==> src/rtl/coklu_geri_yaz_if.sv <==
// Producer-side bus into the retire unit: one push request, result payload and
// exception information per channel, plus the per-channel ready returned to producers.
interface coklu_geri_yaz_if #(
    parameter int KANAL_SAYISI = 3,
    parameter int VERI_BIT     = 32
);
    logic [KANAL_SAYISI-1:0]          kanal_gecerli_i;
    logic [KANAL_SAYISI-1:0]          kanal_hazir_o;
    logic [5*KANAL_SAYISI-1:0]        kanal_rd_i;
    logic [VERI_BIT*KANAL_SAYISI-1:0] kanal_sonuc_i;
    logic [KANAL_SAYISI-1:0]          kanal_yaz_i;
    logic [KANAL_SAYISI-1:0]          kanal_fp_i;
    logic [KANAL_SAYISI-1:0]          kanal_exc_i;
    logic [4*KANAL_SAYISI-1:0]        kanal_mcause_i;
    logic [VERI_BIT*KANAL_SAYISI-1:0] kanal_mepc_i;

    modport master (
        output kanal_gecerli_i, kanal_rd_i, kanal_sonuc_i, kanal_yaz_i,
               kanal_fp_i, kanal_exc_i, kanal_mcause_i, kanal_mepc_i,
        input  kanal_hazir_o
    );

    modport slave (
        input  kanal_gecerli_i, kanal_rd_i, kanal_sonuc_i, kanal_yaz_i,
               kanal_fp_i, kanal_exc_i, kanal_mcause_i, kanal_mepc_i,
        output kanal_hazir_o
    );
endinterface

==> src/rtl/coklu_geri_yaz.sv <==
// Multi-channel write-back: per-channel result FIFOs drained one entry per cycle
// by a round-robin arbiter into the register file, exception report and retire counter.
module coklu_geri_yaz #(
    parameter int KANAL_SAYISI  = 3,
    parameter int FIFO_DERINLIK = 2,
    parameter int VERI_BIT      = 32
) (
    input  logic                clk_i,
    input  logic                rst_ni,
    coklu_geri_yaz_if.slave     kanal,
    input  logic                duraklat_i,
    input  logic                bh_bosalt_i,
    output logic [VERI_BIT-1:0] yazmac_yaz_veri_o,
    output logic [4:0]          yazmac_adres_o,
    output logic                yaz_o,
    output logic                os_yaz_o,
    output logic                exc_o,
    output logic [3:0]          mcause_ic_o,
    output logic [VERI_BIT-1:0] mepc_o,
    output logic                instret_o,
    output logic [63:0]         minstret_o
);
    localparam int AW = $clog2(FIFO_DERINLIK);
    localparam int IW = $clog2(KANAL_SAYISI);

    typedef struct packed {
        logic [4:0]          rd;
        logic [VERI_BIT-1:0] sonuc;
        logic                yaz;
        logic                fp;
        logic                exc;
        logic [3:0]          mcause;
        logic [VERI_BIT-1:0] mepc;
    } kayit_t;

    kayit_t                  giris [KANAL_SAYISI];
    kayit_t                  bas   [KANAL_SAYISI];
    logic [KANAL_SAYISI-1:0] dolu;
    logic [KANAL_SAYISI-1:0] bos_degil;
    logic [KANAL_SAYISI-1:0] itme;
    logic [KANAL_SAYISI-1:0] cekme;

    logic [IW-1:0] oncelik_reg, oncelik_next;
    logic [63:0]   minstret_reg;
    logic [IW-1:0] secim_idx;
    logic          secim_var;
    logic          pop;
    kayit_t        secilen;

    assign kanal.kanal_hazir_o = ~dolu;

    genvar gi;
    generate
        for (gi = 0; gi < KANAL_SAYISI; gi++) begin : g_kanal
            logic [AW-1:0] wr_ptr_reg;
            logic [AW-1:0] rd_ptr_reg;
            logic [AW:0]   count_reg;
            kayit_t        mem_reg [FIFO_DERINLIK];

            assign giris[gi] = {
                kanal.kanal_rd_i[5*gi +: 5],
                kanal.kanal_sonuc_i[VERI_BIT*gi +: VERI_BIT],
                kanal.kanal_yaz_i[gi],
                kanal.kanal_fp_i[gi],
                kanal.kanal_exc_i[gi],
                kanal.kanal_mcause_i[4*gi +: 4],
                kanal.kanal_mepc_i[VERI_BIT*gi +: VERI_BIT]
            };

            // Ready comes from registered occupancy only, so a full FIFO stays
            // closed even in a cycle where its head is being retired.
            assign dolu[gi]      = (count_reg == (AW+1)'(FIFO_DERINLIK));
            assign bos_degil[gi] = (count_reg != '0);
            assign itme[gi]      = kanal.kanal_gecerli_i[gi] && !dolu[gi] && !bh_bosalt_i;
            assign cekme[gi]     = pop && (secim_idx == IW'(gi));
            assign bas[gi]       = mem_reg[rd_ptr_reg];

            always_ff @(posedge clk_i or negedge rst_ni) begin
                if (!rst_ni) begin
                    wr_ptr_reg <= '0;
                    rd_ptr_reg <= '0;
                    count_reg  <= '0;
                end else if (bh_bosalt_i) begin
                    wr_ptr_reg <= '0;
                    rd_ptr_reg <= '0;
                    count_reg  <= '0;
                end else begin
                    if (itme[gi])
                        wr_ptr_reg <= wr_ptr_reg + AW'(1);
                    if (cekme[gi])
                        rd_ptr_reg <= rd_ptr_reg + AW'(1);
                    case ({itme[gi], cekme[gi]})
                        2'b10:   count_reg <= count_reg + (AW+1)'(1);
                        2'b01:   count_reg <= count_reg - (AW+1)'(1);
                        default: count_reg <= count_reg;
                    endcase
                end
            end

            // Payload storage needs no reset: occupancy alone decides validity.
            always_ff @(posedge clk_i) begin
                if (itme[gi])
                    mem_reg[wr_ptr_reg] <= giris[gi];
            end
        end
    endgenerate

    // First non-empty channel scanning upward from the priority pointer.
    always_comb begin
        secim_var = 1'b0;
        secim_idx = '0;
        for (int i = 0; i < KANAL_SAYISI; i++) begin
            int j;
            j = (int'(oncelik_reg) + i) % KANAL_SAYISI;
            if (!secim_var && bos_degil[j]) begin
                secim_var = 1'b1;
                secim_idx = IW'(j);
            end
        end
    end

    assign pop = secim_var && !duraklat_i && !bh_bosalt_i;

    always_comb begin
        oncelik_next = oncelik_reg;
        if (pop)
            oncelik_next = (secim_idx == IW'(KANAL_SAYISI-1)) ? '0 : secim_idx + IW'(1);
    end

    always_ff @(posedge clk_i or negedge rst_ni) begin
        if (!rst_ni) begin
            oncelik_reg  <= '0;
            minstret_reg <= '0;
        end else begin
            oncelik_reg <= oncelik_next;
            if (pop && !secilen.exc)
                minstret_reg <= minstret_reg + 64'd1;
        end
    end

    always_comb begin
        secilen           = bas[secim_idx];
        yazmac_yaz_veri_o = '0;
        yazmac_adres_o    = '0;
        mcause_ic_o       = '0;
        mepc_o            = '0;
        os_yaz_o          = 1'b0;
        yaz_o             = 1'b0;
        exc_o             = 1'b0;
        instret_o         = 1'b0;
        if (pop) begin
            yazmac_yaz_veri_o = secilen.sonuc;
            yazmac_adres_o    = secilen.rd;
            mcause_ic_o       = secilen.mcause;
            mepc_o            = secilen.mepc;
            exc_o             = secilen.exc;
            instret_o         = !secilen.exc;
            // x0 is hardwired for the integer file only; f0 is a real register.
            os_yaz_o          = secilen.yaz && secilen.fp && !secilen.exc;
            yaz_o             = os_yaz_o ||
                                (secilen.yaz && !secilen.fp && !secilen.exc && (secilen.rd != 5'd0));
        end
    end

    assign minstret_o = minstret_reg;
endmodule

==> src/flat_wrapper.sv <==
// flat-port wrapper written by rule: the top's interface ports become plain ports
module coklu_geri_yaz_flat 
#(
    parameter int KANAL_SAYISI  = 3,
    parameter int FIFO_DERINLIK = 2,
    parameter int VERI_BIT      = 32
)
  (clk_i, rst_ni, duraklat_i, bh_bosalt_i, yazmac_yaz_veri_o, yazmac_adres_o, yaz_o, os_yaz_o, exc_o, mcause_ic_o, mepc_o, instret_o, minstret_o, kanal_kanal_gecerli_i, kanal_kanal_rd_i, kanal_kanal_sonuc_i, kanal_kanal_yaz_i, kanal_kanal_fp_i, kanal_kanal_exc_i, kanal_kanal_mcause_i, kanal_kanal_mepc_i, kanal_kanal_hazir_o);
  coklu_geri_yaz_if #(.KANAL_SAYISI(KANAL_SAYISI), .VERI_BIT(VERI_BIT)) kanal_i ();
  input  logic clk_i;
  input  logic rst_ni;
  input  logic duraklat_i;
  input  logic bh_bosalt_i;
  output logic [VERI_BIT-1:0] yazmac_yaz_veri_o;
  output logic [4:0] yazmac_adres_o;
  output logic yaz_o;
  output logic os_yaz_o;
  output logic exc_o;
  output logic [3:0] mcause_ic_o;
  output logic [VERI_BIT-1:0] mepc_o;
  output logic instret_o;
  output logic [63:0] minstret_o;
  input wire logic [$bits(kanal_i.kanal_gecerli_i)-1:0] kanal_kanal_gecerli_i;
  input wire logic [$bits(kanal_i.kanal_rd_i)-1:0] kanal_kanal_rd_i;
  input wire logic [$bits(kanal_i.kanal_sonuc_i)-1:0] kanal_kanal_sonuc_i;
  input wire logic [$bits(kanal_i.kanal_yaz_i)-1:0] kanal_kanal_yaz_i;
  input wire logic [$bits(kanal_i.kanal_fp_i)-1:0] kanal_kanal_fp_i;
  input wire logic [$bits(kanal_i.kanal_exc_i)-1:0] kanal_kanal_exc_i;
  input wire logic [$bits(kanal_i.kanal_mcause_i)-1:0] kanal_kanal_mcause_i;
  input wire logic [$bits(kanal_i.kanal_mepc_i)-1:0] kanal_kanal_mepc_i;
  output wire logic [$bits(kanal_i.kanal_hazir_o)-1:0] kanal_kanal_hazir_o;
  assign kanal_i.kanal_gecerli_i = kanal_kanal_gecerli_i;
  assign kanal_i.kanal_rd_i = kanal_kanal_rd_i;
  assign kanal_i.kanal_sonuc_i = kanal_kanal_sonuc_i;
  assign kanal_i.kanal_yaz_i = kanal_kanal_yaz_i;
  assign kanal_i.kanal_fp_i = kanal_kanal_fp_i;
  assign kanal_i.kanal_exc_i = kanal_kanal_exc_i;
  assign kanal_i.kanal_mcause_i = kanal_kanal_mcause_i;
  assign kanal_i.kanal_mepc_i = kanal_kanal_mepc_i;
  assign kanal_kanal_hazir_o = kanal_i.kanal_hazir_o;
  coklu_geri_yaz #(.KANAL_SAYISI(KANAL_SAYISI), .FIFO_DERINLIK(FIFO_DERINLIK), .VERI_BIT(VERI_BIT)) u_core (.clk_i(clk_i), .rst_ni(rst_ni), .kanal(kanal_i), .duraklat_i(duraklat_i), .bh_bosalt_i(bh_bosalt_i), .yazmac_yaz_veri_o(yazmac_yaz_veri_o), .yazmac_adres_o(yazmac_adres_o), .yaz_o(yaz_o), .os_yaz_o(os_yaz_o), .exc_o(exc_o), .mcause_ic_o(mcause_ic_o), .mepc_o(mepc_o), .instret_o(instret_o), .minstret_o(minstret_o));
endmodule
==> config.mk <==
export PLATFORM = sky130hd
export DESIGN_NAME = coklu_geri_yaz_flat
export DESIGN_NICKNAME = d
export VERILOG_FILES = /design/src/rtl/coklu_geri_yaz_if.sv /design/src/rtl/coklu_geri_yaz.sv /design/src/flat_wrapper.sv
export SDC_FILE = /design/constraint.sdc
export NUM_CORES = 1
export LEC_CHECK = 0
export CORE_ASPECT_RATIO = 2
export CORE_MARGIN = 8
export CORE_UTILIZATION = 45
export CTS_CLUSTER_SIZE = 10
export DETAILED_ROUTE_END_ITERATION = 10
export HOLD_SLACK_MARGIN = 0.12
export PLACE_DENSITY_LB_ADDON = 0.3
export SLEW_MARGIN = 30
export SYNTH_ARGS = -nofsm -noshare
export SYNTH_HDL_FRONTEND = slang
export SYNTH_SLANG_ARGS = --single-unit
==> constraint.sdc <==
create_clock -name clk_i -period 7.8 [get_ports clk_i]
set_input_delay 1.95 -clock clk_i [delete_from_list [all_inputs] [get_ports clk_i]]
set_output_delay 1.95 -clock clk_i [all_outputs]
set_load 0.02 [all_outputs]
==> impl_metrics.json, run 1 <==
{
  "layout_setup_ws_ns": 1.24,
  "drc": 0,
  "final_common_cell": "edfxtp_1",
  "drt-initial-drc-count": 813,
  "worstSetupPathType": "primary input to output port",
  "postSynth.asyncResetShare_pct": 14.6,
  "hpwl_um": 42100,
  "cts.path.max_buffers": 3,
  "largest_reg_flops": 456,
  "worstHoldPathType": "flop to flop",
  "post_drt_wl_per_cell_um": 24.9,
  "finClkSkew_ns": 0.0226,
  "ios": 379,
  "grt_usage_pct": 21.7,
  "finalWirelength_um": 62400,
  "grt_pass1_wl_um": 90700,
  "rsz0062_at_grt": "no",
  "cts_tree": "yes",
  "worst_pin_slew_ns": 0.911,
  "ys.flop_type": "edfxtp_1",
  "status": "completed",
  "maxCapViolCount": 0,
  "crit_path_max_fanout": 4,
  "cp-start-kind": "primary input",
  "synth_seq_cells": 534,
  "nNetsFinal": 2078,
  "cts_made_buffers": 59,
  "pre_cts_slack_ns": 1.19,
  "post-route-period-util_pct": 84.1,
  "globalplace.congestion": 0.814,
  "grt_max_degree": 79,
  "power_density_mw_per_mm2": 325,
  "setup_viol": 0,
  "initial_core_util_pct": 45.5,
  "synth_seq_area_share_pct": 71.1,
  "synth.net_count": 1697,
  "critPathCaptureType": "output port",
  "cts_root_buf": "clkbuf_16",
  "area_delta_synth_final_pct": 28.2,
  "clk_pin_slew_ns": 0.05,
  "post_route_cells_drive_above_1_share_pct": 10.2,
  "synth_cell_types": 65,
  "relSlewSlack_pct": 39.3,
  "drtPass1Iterations": 4,
  "fin_crit_ns": 6.56,
  "grt_pass1_vias": 15000,
  "antenna_found_initial": 14,
  "avgSynthCellArea_um2": 15.1,
  "finalNonFillerCells": 2511,
  "clock.fmax_ghz": 0.153,
  "peakVddDrop_v": 0.000326,
  "post-cts-setup-buffers": 0,
  "slowest_stage": "clkdlybuf4s50_1",
  "die_h_um": 329,
  "regToRegSetupSlack_ns": 4.30,
  "seq_area_mm2": 0.0157,
  "synth_edf_count": 456,
  "vias": 13800,
  "finish.utilization_pct": 58.3,
  "cts_num_sinks": 534,
  "multi_input_area_mm2": 0.00602,
  "die_w_um": 172,
  "finalMaxSlewViolations": 0,
  "netlist_instances": 1458,
  "cts_hold_buf": 0,
  "final_cell_mix": "edfxtp_1 (456), clkdlybuf4s50_1 (377), nand2_1 (164), mux2i_1 (159), nor2_1 (105)",
  "crit_chain": "clkdlybuf4s50_1 -> nor2_1 -> nand2_4 -> nor3_2 -> nand3_1 -> a41oi_1 -> clkdlybuf4s50_1",
  "cp.arrival_ns": 4.61,
  "cts-htree-levels": 2,
  "critPathBufInv": 2,
  "path_delay_family": "simple AND/OR/NAND/NOR gates",
  "slowest_delay_ns": 0.65,
  "portBuffers": 378,
  "core.rowCount": 114,
  "yosysWarnings": 0,
  "design.die.area_mm2": 0.0566,
  "place_inst": 2416,
  "synthesis.area_mm2": 0.0220,
  "p_leak_nw": 9.54,
  "viasPerCell": 5.51,
  "postRouteAntennaNets": 0,
  "crit_top_cell": "clkdlybuf4s50_1",
  "required_ns": 5.85,
  "fillCellCount": 3762,
  "core_mm2": 0.0484,
  "clkLatencyLatePin_ns": 0.60,
  "overflow": 0,
  "hold_viol": 0,
  "cts.repair.resized": 0
}
==> cell usage after synthesis, drive strengths merged (2+ instances only) <==
cell     count  area share (%)
a21oi       15            0.34
a211oi       9            0.31
a31oi        5            0.14
xor2        25             1.0
o21ai        5            0.11
nand3       31            0.78
nor2b        3           0.085
ha           4            0.23
nor4b        2            0.18
xnor2       52             2.1
a21o         2           0.068
clkbuf      47            0.80
o211ai       3            0.15
and2         5            0.14
and4         4            0.18
a32oi       65             2.6
nand2b       4            0.11
nor2       106             1.8
a2111oi      3            0.15
inv         11            0.19
nor4        10            0.41
mux2i      159             7.2
buf         37            0.86
edfxtp     456              62
dfrtp       78             8.9
nand4       15            0.45
or2          2           0.057
nor3b        6            0.23
nand2      166             2.8
and3        11            0.31
mux2        69             3.5
nor3        31            0.75
==> layout make-up <==
class	instances	area share [%]
diodes	11	0.0976
clock buffers	82	5.58
clock inverters	2	0.102
inverters	11	0.146
multi-input cells	829	21.4
flip-flops and latches	534	55.5
well taps	638	2.83
repair buffers	404	14.4
==> layer usage <==
layer | share of wire, % | GRT usage, % | vias to the layer above
li1 | - | - | 6236
met1 | 36 | 23.1 | 6933
met2 | 54 | 40.3 | 526
met3 | 6.6 | 4.64 | 129
met4 | 3.6 | 9.17 | 8
met5 | 0.077 | 0 | -
==> final timing paths <==
check	startpoint	endpoint	cells past startpoint
worst max-delay path	bh_bosalt_i	yaz_o	7
worst min-delay path	u_core.minstret_o[63]	u_core.minstret_o[63]	1
worst max register to register	u_core.oncelik_reg[0]	u_core.g_kanal[0].count_reg[1]	9
worst min register to register	u_core.minstret_o[63]	u_core.minstret_o[63]	1
max in group asynchronous	rst_ni	u_core.g_kanal[0].rd_ptr_reg	2
min in group asynchronous	rst_ni	u_core.minstret_o[33]	2
==> per-stage QoR <==
stage | setup TNS (ns) | cell area [um^2] | hold WS, ns | power [mW]
floorplan | -115.21 | 22000 | 0.479 | 5.47
global placement | 0 | 26500 | 0.456 | 6.80
detailed placement | 0 | 26600 | 0.471 | 6.86
CTS | 0 | 28200 | 0.491 | 9.27
global route | 0 | 28200 | 0.507 | 9.56
finish | 0 | 28200 | 0.479 | 9.17
==> power breakdown <==
part           internal, mW  switching [mW]
clock network          1.38            1.03
logic                  1.22            2.03
registers              3.36           0.151
total                  5.96            3.21
==> logic make-up after synthesis <==
| group | synth area share (%) |
|---|---|
| buffers and inverters | 1.85 |
| xor gates and xnor gates | 3.07 |
| adders and majority gates | 0.228 |
| AOI/OAI and AO/OA | 4.46 |
| and+or+nand+nor | 8.52 |
| DFF | 71.1 |
| muxes | 10.8 |
(Power assumes the default switching activity.)
==> run 2: changes to the inputs <==
- clock period: 7.8 -> 6.3 ns (I/O delays scaled with it)
==> run 2 against run 1 <==
Compared with the run above: clock skew fell by 0.0040 ns; largest cell class unchanged; critical endpoint is now yazmac_yaz_veri_o[12]; total power is 23% higher; die area unchanged; global-route usage grew 0.11 points; sequential cell count is the same; sequential share of layout area barely moved.
==> impl_metrics.json, run 2 (same netlist as run 1, synthesis figures left out) <==
{
  "cp.arrival_ns": 4.49,
  "required_ns": 4.72,
  "min_from": "u_core.minstret_o[63]",
  "p_leak_nw": 9.54,
  "post-cts-setup-buffers": 0,
  "dpl_cell_area_mm2": 0.0266,
  "reg2reg_depth": 10,
  "rr_startpoint": "u_core.oncelik_reg[0]",
  "drc": 0,
  "crit_path_max_fanout": 50,
  "cts.path.max_buffers": 3,
  "globalplace.congestion": 0.795,
  "portBuffers": 378,
  "cts_made_buffers": 59,
  "clkLatencyLatePin_ns": 0.61,
  "worstHoldPathType": "flop to flop",
  "p_int_mw": 7.37,
  "worst_pin_slew_ns": 0.875,
  "cts-htree-levels": 2,
  "worstSetupPathType": "flop to output port",
  "largest_reg_flops": 456,
  "grt_max_degree": 86,
  "status": "completed",
  "design.die.area_mm2": 0.0566,
  "grt_pass1_wl_um": 91900,
  "maxCapViolCount": 0,
  "cts_tree": "yes",
  "fin_crit_ns": 6.07,
  "cts_root_buf": "clkbuf_16",
  "antenna_found_initial": 13,
  "core_mm2": 0.0484,
  "grt_usage_pct": 21.8,
  "hpwl_um": 41500,
  "finalMaxSlewViolations": 0,
  "grt_pass1_vias": 14900,
  "critical_path_cell_count": 10,
  "cts_hold_buf": 0,
  "final_area_mm2": 0.0282,
  "peakVddDrop_v": 0.000409,
  "combinationalPowerShare_pct": 35.3,
  "vias": 13800,
  "setup_viol": 0,
  "hold_path_depth": 1,
  "postRouteAntennaNets": 0,
  "post_route_cells_drive_above_1_share_pct": 10.4,
  "hold_viol": 0,
  "min_to": "u_core.minstret_o[63]",
  "power_density_mw_per_mm2": 402,
  "clk_pin_slew_ns": 0.05,
  "reg2reg_to": "u_core.g_kanal[0].count_reg[1]",
  "clock.fmax_ghz": 0.165,
  "final_common_cell": "edfxtp_1",
  "critPathBufInv": 3,
  "core.rowCount": 114,
  "sw_frac_of_total_pct": 34.9,
  "initial_core_util_pct": 45.5,
  "slowest_delay_ns": 0.63,
  "relSlewSlack_pct": 41.7,
  "path_delay_family": "simple AND/OR/NAND/NOR gates",
  "drtPass1Iterations": 6,
  "cp-start-kind": "flop",
  "die_w_um": 172,
  "p_seq_share_pct": 38.6,
  "regToRegSetupSlack_ns": 2.57,
  "finish.utilization_pct": 58.3,
  "finalWirelength_um": 62100,
  "rsz0062_at_grt": "no",
  "drt-initial-drc-count": 893,
  "slowest_stage": "clkdlybuf4s50_1",
  "area_delta_synth_final_pct": 28.1,
  "post_drt_wl_per_cell_um": 24.7,
  "die_h_um": 329,
  "nNetsFinal": 2082,
  "finClkSkew_ns": 0.0186,
  "final_cell_mix": "edfxtp_1 (456), clkdlybuf4s50_1 (377), nand2_1 (164), mux2i_1 (159), nor2_1 (105)",
  "p_clk_share_pct": 26.2,
  "viasPerCell": 5.51,
  "crit_chain": "inv_1 -> ha_1 -> nor2b_1 -> nand4_1 -> and2_4 -> nor3_4 -> buf_4 -> a32oi_1 -> nor2_1 -> clkdlybuf4s50_1",
  "cts.repair.resized": 0,
  "switching_power_mw": 3.95,
  "ios": 379,
  "critPathCaptureType": "output port",
  "overflow": 0,
  "post-route-period-util_pct": 96.3,
  "cts_num_sinks": 534
}
## run 2: worst max path at each step
| stage | startpoint | to |
|---|---|---|
| floorplan | bh_bosalt_i | u_core.g_kanal[1].mem_reg[1][0] |
| global placement | bh_bosalt_i | yaz_o |
| detailed placement | bh_bosalt_i | yaz_o |
| CTS | u_core.oncelik_reg[0] | mepc_o[31] |
| global route | u_core.oncelik_reg[0] | yaz_o |
| finish | u_core.oncelik_reg[0] | yazmac_yaz_veri_o[12] |
## run 2: cell type report
| cell class | instances | area [um^2] |
|---|---|---|
| sequential | 534 | 15700 |
| tap | 638 | 798 |
| clock inverter | 4 | 37.5 |
| inverter | 11 | 41.3 |
| timing repair buffer | 408 | 4060 |
| antenna | 9 | 22.5 |
| fill | 3749 | 20200 |
| clock buffer | 79 | 1550 |
| multi-input combinational | 829 | 6010 |
## run 2: routing by layer
layer	up-vias	global-route usage (%)	routed length (um)
li1	6265	-	-
met5	-	0	52
met4	8	8.39	1730
met1	6949	23.8	22500
met2	505	40.3	33700
met3	102	4.48	4040
## run 2: stage by stage
stage | hold WS (ns) | std cells | setup TNS, ns | setup WS (ns) | total power, mW
floorplan | 0.479 | 1458 | -542.71 | -1.66 | 6.77
global placement | 0.460 | 2420 | 0 | 0.630 | 8.43
detailed placement | 0.456 | 2420 | 0 | 0.583 | 8.46
CTS | 0.467 | 2503 | 0 | 0.159 | 11.4
global route | 0.481 | 2511 | 0 | 0.0538 | 11.8
finish | 0.463 | 2512 | 0 | 0.233 | 11.3
## run 2: power by group through the flow
stage               registers [mW]  clock network (mW)  logic [mW]
floorplan                     4.35                   0        2.42
global placement              4.42                   0        4.01
detailed placement            4.44                   0        4.03
CTS                           4.37                3.03        4.05
global route                  4.39                3.16        4.26
finish                        4.36                2.96        3.99
